**src/rtl/spi_rram_pkg.sv**
```systemverilog
// Shared types and constants for the RRAM configuration SPI master.
package spi_rram_pkg;

  localparam int unsigned ADDR_BITS_DEF = 5;
  localparam int unsigned DATA_BITS_DEF = 160;

  // Frame bit positions, counted from the first bit on the wire.
  localparam int unsigned RW_BIT_POS   = 0;
  localparam int unsigned ADDR_BIT_POS = 1;

  // Known register used as a read-back signature.
  localparam logic [4:0]  APB_RST_ADDR = 5'h1F;
  localparam logic [23:0] APB_RST_SIG  = 24'h52414D;

  // Total frame length: R/W bit, address, data.
  function automatic int unsigned frame_len(input int unsigned addr_bits,
                                            input int unsigned data_bits);
    return 1 + addr_bits + data_bits;
  endfunction

  localparam int unsigned NB = frame_len(ADDR_BITS_DEF, DATA_BITS_DEF);

  typedef enum logic [2:0] {
    ST_IDLE,
    ST_SETUP,
    ST_SHIFT,
    ST_HOLD,
    ST_GAP,
    ST_DONE
  } state_e;

endpackage

```
**src/rtl/spi_half_tick.sv**
```systemverilog
// Half-period tick generator: one tick every CLK_DIV cycles, restartable.
module spi_half_tick #(
  parameter int unsigned CLK_DIV = 2
) (
  input  logic clk,
  input  logic rst,
  input  logic restart_i,
  output logic tick_o
);

  localparam int unsigned CNT_W = (CLK_DIV > 1) ? $clog2(CLK_DIV) : 1;
  localparam logic [CNT_W-1:0] RELOAD = CNT_W'(CLK_DIV - 1);

  logic [CNT_W-1:0] cnt_q, cnt_d;
  logic             tick_q;

  // Reload on restart or expiry, otherwise count down.
  always_comb begin
    cnt_d = cnt_q - CNT_W'(1);
    if (restart_i || (cnt_q == '0)) begin
      cnt_d = RELOAD;
    end
  end

  // Counter and registered tick flag.
  always_ff @(posedge clk) begin
    if (rst) begin
      cnt_q  <= RELOAD;
      tick_q <= 1'b0;
    end else begin
      cnt_q  <= cnt_d;
      tick_q <= (cnt_d == '0);
    end
  end

  assign tick_o = tick_q;

endmodule

```
**src/rtl/spi_master_rram.sv**
```systemverilog
// SPI mode-1 master issuing single register reads/writes to the RRAM config slave.
module spi_master_rram
  import spi_rram_pkg::*;
#(
  parameter int unsigned ADDR_BITS_N = 5,
  parameter int unsigned DATA_BITS_M = 160,
  parameter int unsigned CLK_DIV     = 2
) (
  input  logic                   clk,
  input  logic                   rst,
  input  logic                   req_valid,
  output logic                   req_ready,
  input  logic                   req_write,
  input  logic [ADDR_BITS_N-1:0] req_addr,
  input  logic [DATA_BITS_M-1:0] req_wdata,
  output logic                   rsp_valid,
  output logic [DATA_BITS_M-1:0] rsp_rdata,
  output logic                   busy,
  output logic                   sclk,
  output logic                   sc,
  output logic                   mosi,
  input  logic                   miso
);

  localparam int unsigned FRAME_N    = frame_len(ADDR_BITS_N, DATA_BITS_M);
  localparam int unsigned BIT_W      = $clog2(FRAME_N);
  localparam int unsigned DATA_START = ADDR_BIT_POS + ADDR_BITS_N;

  state_e                 state_q, state_d;
  logic [FRAME_N-1:0]     frame_q, frame_d;
  logic [DATA_BITS_M-1:0] rx_q, rx_d;
  logic [BIT_W-1:0]       bit_q, bit_d;
  logic                   high_q, high_d;
  logic                   wr_q, wr_d;
  logic                   sclk_q, sclk_d;
  logic                   sc_q, sc_d;
  logic                   mosi_q, mosi_d;
  logic                   ready_q, ready_d;
  logic                   busy_q, busy_d;
  logic                   rsp_valid_q, rsp_valid_d;
  logic [DATA_BITS_M-1:0] rsp_rdata_q, rsp_rdata_d;

  logic                   accept_c;
  logic                   tick;
  logic [DATA_BITS_M-1:0] wdata_c;

  assign accept_c = (state_q == ST_IDLE) && ready_q && req_valid;
  assign wdata_c  = req_write ? req_wdata : {DATA_BITS_M{1'b0}};

  spi_half_tick #(
    .CLK_DIV(CLK_DIV)
  ) u_half_tick (
    .clk      (clk),
    .rst      (rst),
    .restart_i(accept_c),
    .tick_o   (tick)
  );

  // Next-state and next-output logic; every phase step waits for a tick.
  always_comb begin
    state_d     = state_q;
    frame_d     = frame_q;
    rx_d        = rx_q;
    bit_d       = bit_q;
    high_d      = high_q;
    wr_d        = wr_q;
    sclk_d      = sclk_q;
    sc_d        = sc_q;
    mosi_d      = mosi_q;
    rsp_valid_d = 1'b0;
    rsp_rdata_d = rsp_rdata_q;

    unique case (state_q)
      ST_IDLE: begin
        if (accept_c) begin
          state_d = ST_SETUP;
          frame_d = {req_write, req_addr, wdata_c};
          wr_d    = req_write;
          rx_d    = '0;
          bit_d   = '0;
          high_d  = 1'b0;
          sc_d    = 1'b1;
          sclk_d  = 1'b0;
          mosi_d  = req_write;
        end
      end
      ST_SETUP: begin
        if (tick) begin
          state_d = ST_SHIFT;
          sclk_d  = 1'b1;
          high_d  = 1'b1;
          mosi_d  = frame_q[FRAME_N-1];
        end
      end
      ST_SHIFT: begin
        if (tick) begin
          if (high_q) begin
            // Falling edge: capture miso only inside the data field of a read.
            sclk_d = 1'b0;
            high_d = 1'b0;
            if (!wr_q && (bit_q >= BIT_W'(DATA_START))) begin
              rx_d = {rx_q[DATA_BITS_M-2:0], miso};
            end
          end else if (bit_q == BIT_W'(FRAME_N - 1)) begin
            state_d = ST_HOLD;
            mosi_d  = 1'b0;
          end else begin
            // Rising edge: advance to the next frame bit.
            bit_d   = bit_q + BIT_W'(1);
            frame_d = {frame_q[FRAME_N-2:0], 1'b0};
            mosi_d  = frame_q[FRAME_N-2];
            sclk_d  = 1'b1;
            high_d  = 1'b1;
          end
        end
      end
      ST_HOLD: begin
        if (tick) begin
          state_d = ST_GAP;
          sc_d    = 1'b0;
        end
      end
      ST_GAP: begin
        if (tick) begin
          state_d     = ST_DONE;
          rsp_valid_d = 1'b1;
          rsp_rdata_d = wr_q ? '0 : rx_q;
        end
      end
      ST_DONE: begin
        state_d = ST_IDLE;
      end
      default: begin
        state_d = ST_IDLE;
      end
    endcase

    ready_d = (state_d == ST_IDLE);
    busy_d  = (state_d != ST_IDLE);
  end

  // State and registered outputs.
  always_ff @(posedge clk) begin
    if (rst) begin
      state_q     <= ST_IDLE;
      frame_q     <= '0;
      rx_q        <= '0;
      bit_q       <= '0;
      high_q      <= 1'b0;
      wr_q        <= 1'b0;
      sclk_q      <= 1'b0;
      sc_q        <= 1'b0;
      mosi_q      <= 1'b0;
      ready_q     <= 1'b0;
      busy_q      <= 1'b0;
      rsp_valid_q <= 1'b0;
      rsp_rdata_q <= '0;
    end else begin
      state_q     <= state_d;
      frame_q     <= frame_d;
      rx_q        <= rx_d;
      bit_q       <= bit_d;
      high_q      <= high_d;
      wr_q        <= wr_d;
      sclk_q      <= sclk_d;
      sc_q        <= sc_d;
      mosi_q      <= mosi_d;
      ready_q     <= ready_d;
      busy_q      <= busy_d;
      rsp_valid_q <= rsp_valid_d;
      rsp_rdata_q <= rsp_rdata_d;
    end
  end

  assign req_ready = ready_q;
  assign busy      = busy_q;
  assign rsp_valid = rsp_valid_q;
  assign rsp_rdata = rsp_rdata_q;
  assign sclk      = sclk_q;
  assign sc        = sc_q;
  assign mosi      = mosi_q;

endmodule

```
**config.mk**
```make
export PLATFORM = sky130hd
export DESIGN_NAME = spi_master_rram
export DESIGN_NICKNAME = d
export VERILOG_FILES = /design/src/rtl/spi_rram_pkg.sv /design/src/rtl/spi_half_tick.sv /design/src/rtl/spi_master_rram.sv
export SDC_FILE = /design/constraint.sdc
export NUM_CORES = 1
export LEC_CHECK = 0
export CAP_MARGIN = 0
export CORE_MARGIN = 3
export CORE_UTILIZATION = 45
export CTS_CLUSTER_SIZE = 16
export DETAILED_ROUTE_END_ITERATION = 8
export PLACE_DENSITY = 0.77
export SLEW_MARGIN = 30
export SYNTH_ARGS = -nofsm -noshare
export SYNTH_HDL_FRONTEND = slang
export SYNTH_HIERARCHICAL = 1
export SYNTH_SLANG_ARGS = --single-unit
```
**constraint.sdc**
```tcl
create_clock -name clk -period 3.44 [get_ports clk]
set_input_delay 0.516 -clock clk [delete_from_list [all_inputs] [get_ports clk]]
set_output_delay 0.516 -clock clk [all_outputs]
set_load 0.02 [all_outputs]
```
# Word level (Yosys, flattened, before mapping)

Index checks and enable logic that the tools add are counted.

Flip-flop bits (word level): 507
Latch bits: 0
Bits in writable memories: 0
Bits in read-only memories: 0
Memories kept: 0

Add/subtract/negate cells: 2
Multiply operators: 0
Divide/modulo/power cells: 0
$lt $le $gt $ge: 1
Equal/unequal tests: 14
Shift-type cells: 0
Muxes and demuxes: 46
Bitwise operators: 3
Reductions and logical operators: 20

Operators with widths:

| cell                  | number |
|---|---|
| $mux W160             | 6 |
| $mux W166             | 4 |
| $pmux W166 S2         | 1 |
| $pmux W160 S2         | 1 |
| $mux W8               | 4 |
| $mux W3               | 7 |
| $reduce_and A5 Y1     | 4 |
| $mux W1               | 17 |
| $pmux W8 S2           | 1 |
| $pmux W3 S5           | 1 |
| $pmux W1 S3           | 3 |
| $add A8 B1 Y8 const B | 1 |
| $eq A8 B8 Y1 const B  | 1 |
| $ge A8 B3 Y1 const B  | 1 |
| $ne A2 B1 Y1 const B  | 4 |
| $ne A2 B2 Y1 const B  | 4 |
| $eq A3 B2 Y1 const B  | 2 |
| $logic_not A3 Y1      | 2 |
| $reduce_bool A3 Y1    | 2 |
| $reduce_and A2 Y1     | 2 |
| $reduce_and A4 Y1     | 1 |
| $reduce_bool A2 Y1    | 2 |
| $eq A3 B1 Y1 const B  | 1 |
| $eq A3 B3 Y1 const B  | 1 |
| 9 further kinds       | 13 |

# Longest topological paths before layout

Depth in word-level cells: 6
Depth in mapped cells: 9
Mapped depth without buffers: 6

# Cells and area by module

Netlist, hierarchy kept.

Modules (own cells, without submodules):

| module          | instances | cells each | area an instance (sq um) | seq. area each (sq um) |
|---|---|---|---|---|
| spi_master_rram | 1         | 1,812      | 18,436.4                 | 10,109.7 |
| spi_half_tick   | 1         | 4          | 56.3                     | 40.0 |

# Worst setup path after synthesis

Ideal clock, no wire load.

Path kind: input to register
Start point: input req_valid
End point: register rx_q[149]
Library setup time: 117 ps
Data arrival time: 1,823 ps
Path slack: 1,500 ps
Cell stages on the path: 8
Buffers on the path: 4
Path through: and3b_1 clkbuf_1 o211a_2 o211a_1 buf_4 buf_6 buf_4 a22o_1

Word-level cells in the longest chain between the ends: 3

RTL lines:

| element                            | RTL line               | source |
|---|---|---|
| from (decl)                        | spi_master_rram.sv:11  | `input logic req_valid,` |
| $logic_and A1 B1 Y1                | spi_master_rram.sv:47  | `assign accept_c = (state_q == ST_IDLE) && ready_q && req_valid;` |
| $ne A2 B1 Y1 (no source line)      | --                     |  |
| $reduce_and A5 Y1 (no source line) | --                     |  |
| to (signal assigned)               | spi_master_rram.sv:161 | `rx_q <= rx_d;` |
| to (decl)                          | spi_master_rram.sv:31  | `logic [DATA_BITS_M-1:0] rx_q, rx_d;` |

No other way between the ends.
A chain may end at the register's enable or synchronous reset.

# Worst setup path in the final report

Start point: register state_q[1]
End point: register frame_q[78]

Word-level cells in the longest chain between the ends: 5
Elaborated cells on any way between the ends: 11
Classes of those cells: eq/ne (5); mux (1); reduce/logical (5)

RTL lines:

| element                            | RTL line                                     | source |
|---|---|---|
| from (decl)                        | spi_master_rram.sv:29                        | `state_e state_q, state_d;` |
| from (signal assigned)             | spi_master_rram.sv:159                       | `state_q <= state_d;` |
| $logic_not A3 Y1                   | spi_master_rram.sv:47, spi_master_rram.sv:73 |  |
| $logic_and A1 B1 Y1 (2 in a row)   | spi_master_rram.sv:47                        |  |
| $ne A2 B1 Y1 (no source line)      | --                                           |  |
| $reduce_and A5 Y1 (no source line) | --                                           |  |
| to (signal assigned)               | spi_master_rram.sv:160                       | `frame_q <= frame_d;` |
| to (decl)                          | spi_master_rram.sv:30                        | `logic [FRAME_N-1:0] frame_q, frame_d;` |

Several ways; a longest one is shown, not always the timed one.

==> run summary <==
* 2.56 ns — clock period minus worst slack
* 335 — total of buffers placed on input and output ports
* 10.2 um2 — syn_area_per_cell
* 3340 — Filler cells
* 2204 — nets
* 336 — Ports
* 0.0402 mm2 — placeable core region
* 0.0237 mm2 — final design area excluding fillers
* 52 — post-synthesis cell type count
* 0 — number of max-slew violations in the final report
* 0 — final setup vio count
* 0.06 ns — clock transition at the registers of the reported paths
* dfxtp_1 (55%), a22o_1 (15%), a311oi_1 (7.9%) — largest cells by area after synthesis
* 0.833 — routability congestion estimate
* 78100 um — wire length of the first global-routing pass
* 13000 uW — Total Power Consumption
* 1 — antenna violations before repair
* 0.0121 ns — largest clock skew in the final design
* 50 — number of clock buffers inserted by TritonCTS
* 0.00736 mm2 — area of combinational cells with multiple inputs
* 43.4% — clock share of power
* 47.8% — power share of the sequential group
* 0 — number of post-CTS setup repair buffers
* 15449 — detailed-route via count
* flop — CP Launch Type
* 2595 — Layout Cells excl Fill
* 0 — # Max-Cap Violations
* 550 mW/mm2 — power per standard cell area
* 8.9% — proportion of power drawn by combinational gates
* 2 — worst hold stages
* 1 — buffering stage count on the worst path with inverters included
* 0% — fraction of registers with async set or reset after synthesis
* dfxtp_1 — library cell with the largest summed area after synthesis
* 0.0220 mm2 — placement-stage cell area
* 0 — hold violation total from the final report
* 2504 — placed cell count
* 0.57 ns — source-to-sink clock delay at the later pin of the worst-skew pair
* 28.4% — growth of design area from synthesis to finish
* 14863 — via count of the first global-routing pass
* 0.0101 mm2 — FF+latch area
* state_q[1] — startpoint of the lowest-slack register-to-register path
* 0.357 mV — largest vdd supply drop
* 3.90 ns — endpoint required time on the critical path
* 0.00836 uW — leakage component of the power
* 0.88 ns — Worst R2R Setup Slack
* false — unrepaired setup endpoints after global routing
* 41.2% — worst slew margin relative to its limit
* 507 — number of storage elements in the synthesis netlist
* 0 — DR DRC count
* 507 — clock tree sinks
* 0 — number of resized instances in the post-cts repair step
* 48700 um — final WL
* 0 ns — setup TNS after final layout
* 18.8 um — detail-routed net length per standard cell
* reg -> reg — path type of the worst setup path
* 1381 — iteration-0 DRC count of the detailed router
* 10000 uW — cell-internal power
* 54.9% — top cell type's share of synthesized area
* 0 — hold bufs inserted after CTS
* rst — launch point of the worst hold path
* 5 — first-pass iteration count of the detailed router
* 3 — maximum count of clock buffers along a single path
* 54.9% — part of the Yosys area used for sequential elements
* 23.2% — switching share of power
* compound AO/OA/AOI/OAI gates — CP top delay family
* yes — CTS tree
* 3.02 ns — critical path data arrival time
* 21.0% — GR Util All Layers
* rsp_valid — worst min-delay path endpoint
* 0 — remaining antenna violation count
* 46.0% — initial core utilization
* 0.391 GHz — Max Clk Rate
* 168 — largest net degree at the start of global routing
* 0.882 ns — Least-Margin Pin Slew
* 209 um — die height
* frame_q[78] — end of the worst register-to-register path
* in -> reg — min-delay worst type
* finished clean — status
* flop — Critical Path End Type
* 6.52% — proportion of layout cells with a drive suffix above 1
* 6 — Warnings, synthesis
* 0.0436 mm2 — Total Die Area
* 0.0185 mm2 — post-synthesis instance area
* o211a_4 — Max stage delay cell, worst path
* 1989 — Post-Synthesis Net Count
* 0.67 ns — Slowest Stage Delay on Critical Path
* 0 — aggregate global routing overflow
* 5.95 — post-detailed-route via-to-cell ratio
* 2 — H-Tree Depth
* 30000 um — post-detailed-placement half-perimeter wirelength
* dfxtp_1 — flip-flop cell with the highest count after synthesis
* 3030 uW — Psw
* 55 — largest fanout on the critical path
* 74.3% — Final period util
* 0 — number of flops mapped to enable cells by yosys
* 73 — number of placement rows
* 59.1% — share of the core filled with cells
* clkbuf_16 — Clock Root Buffer
* nor4b_4, o211a_4, buf_4, nor3_1, a311oi_1 — cells along the critical path
* 5 — worst r2r path cells
* 1816 — Gate Count Post-Synth
* 209 um — die extent in x
layer usage:
layer / global-route usage, % / share of wire [%] / up-vias
met4: 7.23 / 2.8 / 0
met3: 3.29 / 5.5 / 81
met5: 0 / 0 / -
li1: - / - / 7340
met1: 28.4 / 44 / 7538
met2: 34.4 / 47 / 490
placed cells by master (no fill, tap or decap), types with 17 or more instances in the layout:
| cell type | count |
|---|---|
| nand3_1 | 166 |
| clkdlybuf4s50_1 | 333 |
| nand2_1 | 184 |
| dfxtp_1 | 507 |
| a311oi_1 | 166 |
| buf_12 | 17 |
| buf_4 | 17 |
| nor3_1 | 172 |
| a22o_1 | 320 |
| clkbuf_16 | 51 |
Yosys cell counts (3+ instances only):
cell type,number
nor3_1,172
nand2_1,185
o211a_1,3
a31oi_1,3
and3_1,3
buf_2,83
buf_6,10
dfxtp_1,507
buf_4,14
nor2_1,13
a311oi_1,166
nand2b_1,5
a22o_1,320
a21oi_1,13
inv_1,7
ha_1,3
clkbuf_1,97
o2111ai_1,4
mux2i_1,3
nand3_1,166
per-stage QoR:
step,hold WS [ns],worst slack [ns]
detailed placement,0.463,0.630
CTS,0.269,0.891
global route,0.313,0.646
global placement,0.459,0.724
floorplan,0.443,1.50
finish,0.310,0.882
power groups by stage:
stage	Combinational [uW]	Sequential, uW	Clock, uW
floorplan	756	6330	0
detailed placement	1150	6360	0
global route	1270	6260	6010
finish	1160	6230	5660
CTS	1160	6230	5790
global placement	1120	6350	0
how the worst max path moves through the flow:
stage | from | endpoint | cells after the start
after floorplan | req_valid | rx_q[149] | 8
after global placement | req_valid | frame_q[41] | 7
after detailed placement | req_valid | frame_q[30] | 7
after CTS | state_q[1] | frame_q[78] | 5
after global routing | state_q[1] | frame_q[30] | 5
final | state_q[1] | frame_q[78] | 5
sequential cells by signal, summed over array words and instances (netlist names):
| signal | count |
|---|---|
| rsp_rdata | 160 |
| u_half_tick/tick_o | 1 |
| high_q | 1 |
| rx_q | 160 |
| bit_q | 8 |
| mosi | 1 |
| u_half_tick/cnt_q | 1 |
| frame_q | 166 |
| rsp_valid | 1 |
| sclk | 1 |
| sc | 1 |
| state_q | 3 |
| wr_q | 1 |
| req_ready | 1 |
| busy | 1 |
cell families (layout without fill, tap and decap cells):
group | count (synthesis) | in the layout | share of synthesized area, %
and+or+nand+nor | 564 | 564 | 14.4
AOI/OAI and AO/OA | 525 | 525 | 24.7
DFF | 507 | 507 | 54.9
buffers and inverters | 212 | 465 | 5.55
adders and majority gates | 3 | 3 | 0.203
muxes | 3 | 3 | 0.162
xor gates and xnor gates | 2 | 2 | 0.0947
other | 0 | 1 | 0
cell type report:
type | count | area share (%)
tap | 525 | 2.77
timing repair buffer | 368 | 16.1
multi-input combinational | 1097 | 31.0
antenna | 1 | 0.0105
clock buffer | 70 | 6.10
inverter | 7 | 0.121
sequential | 507 | 42.8
clock inverter | 20 | 1.19
Note: power is estimated with default switching activity, not from simulation.
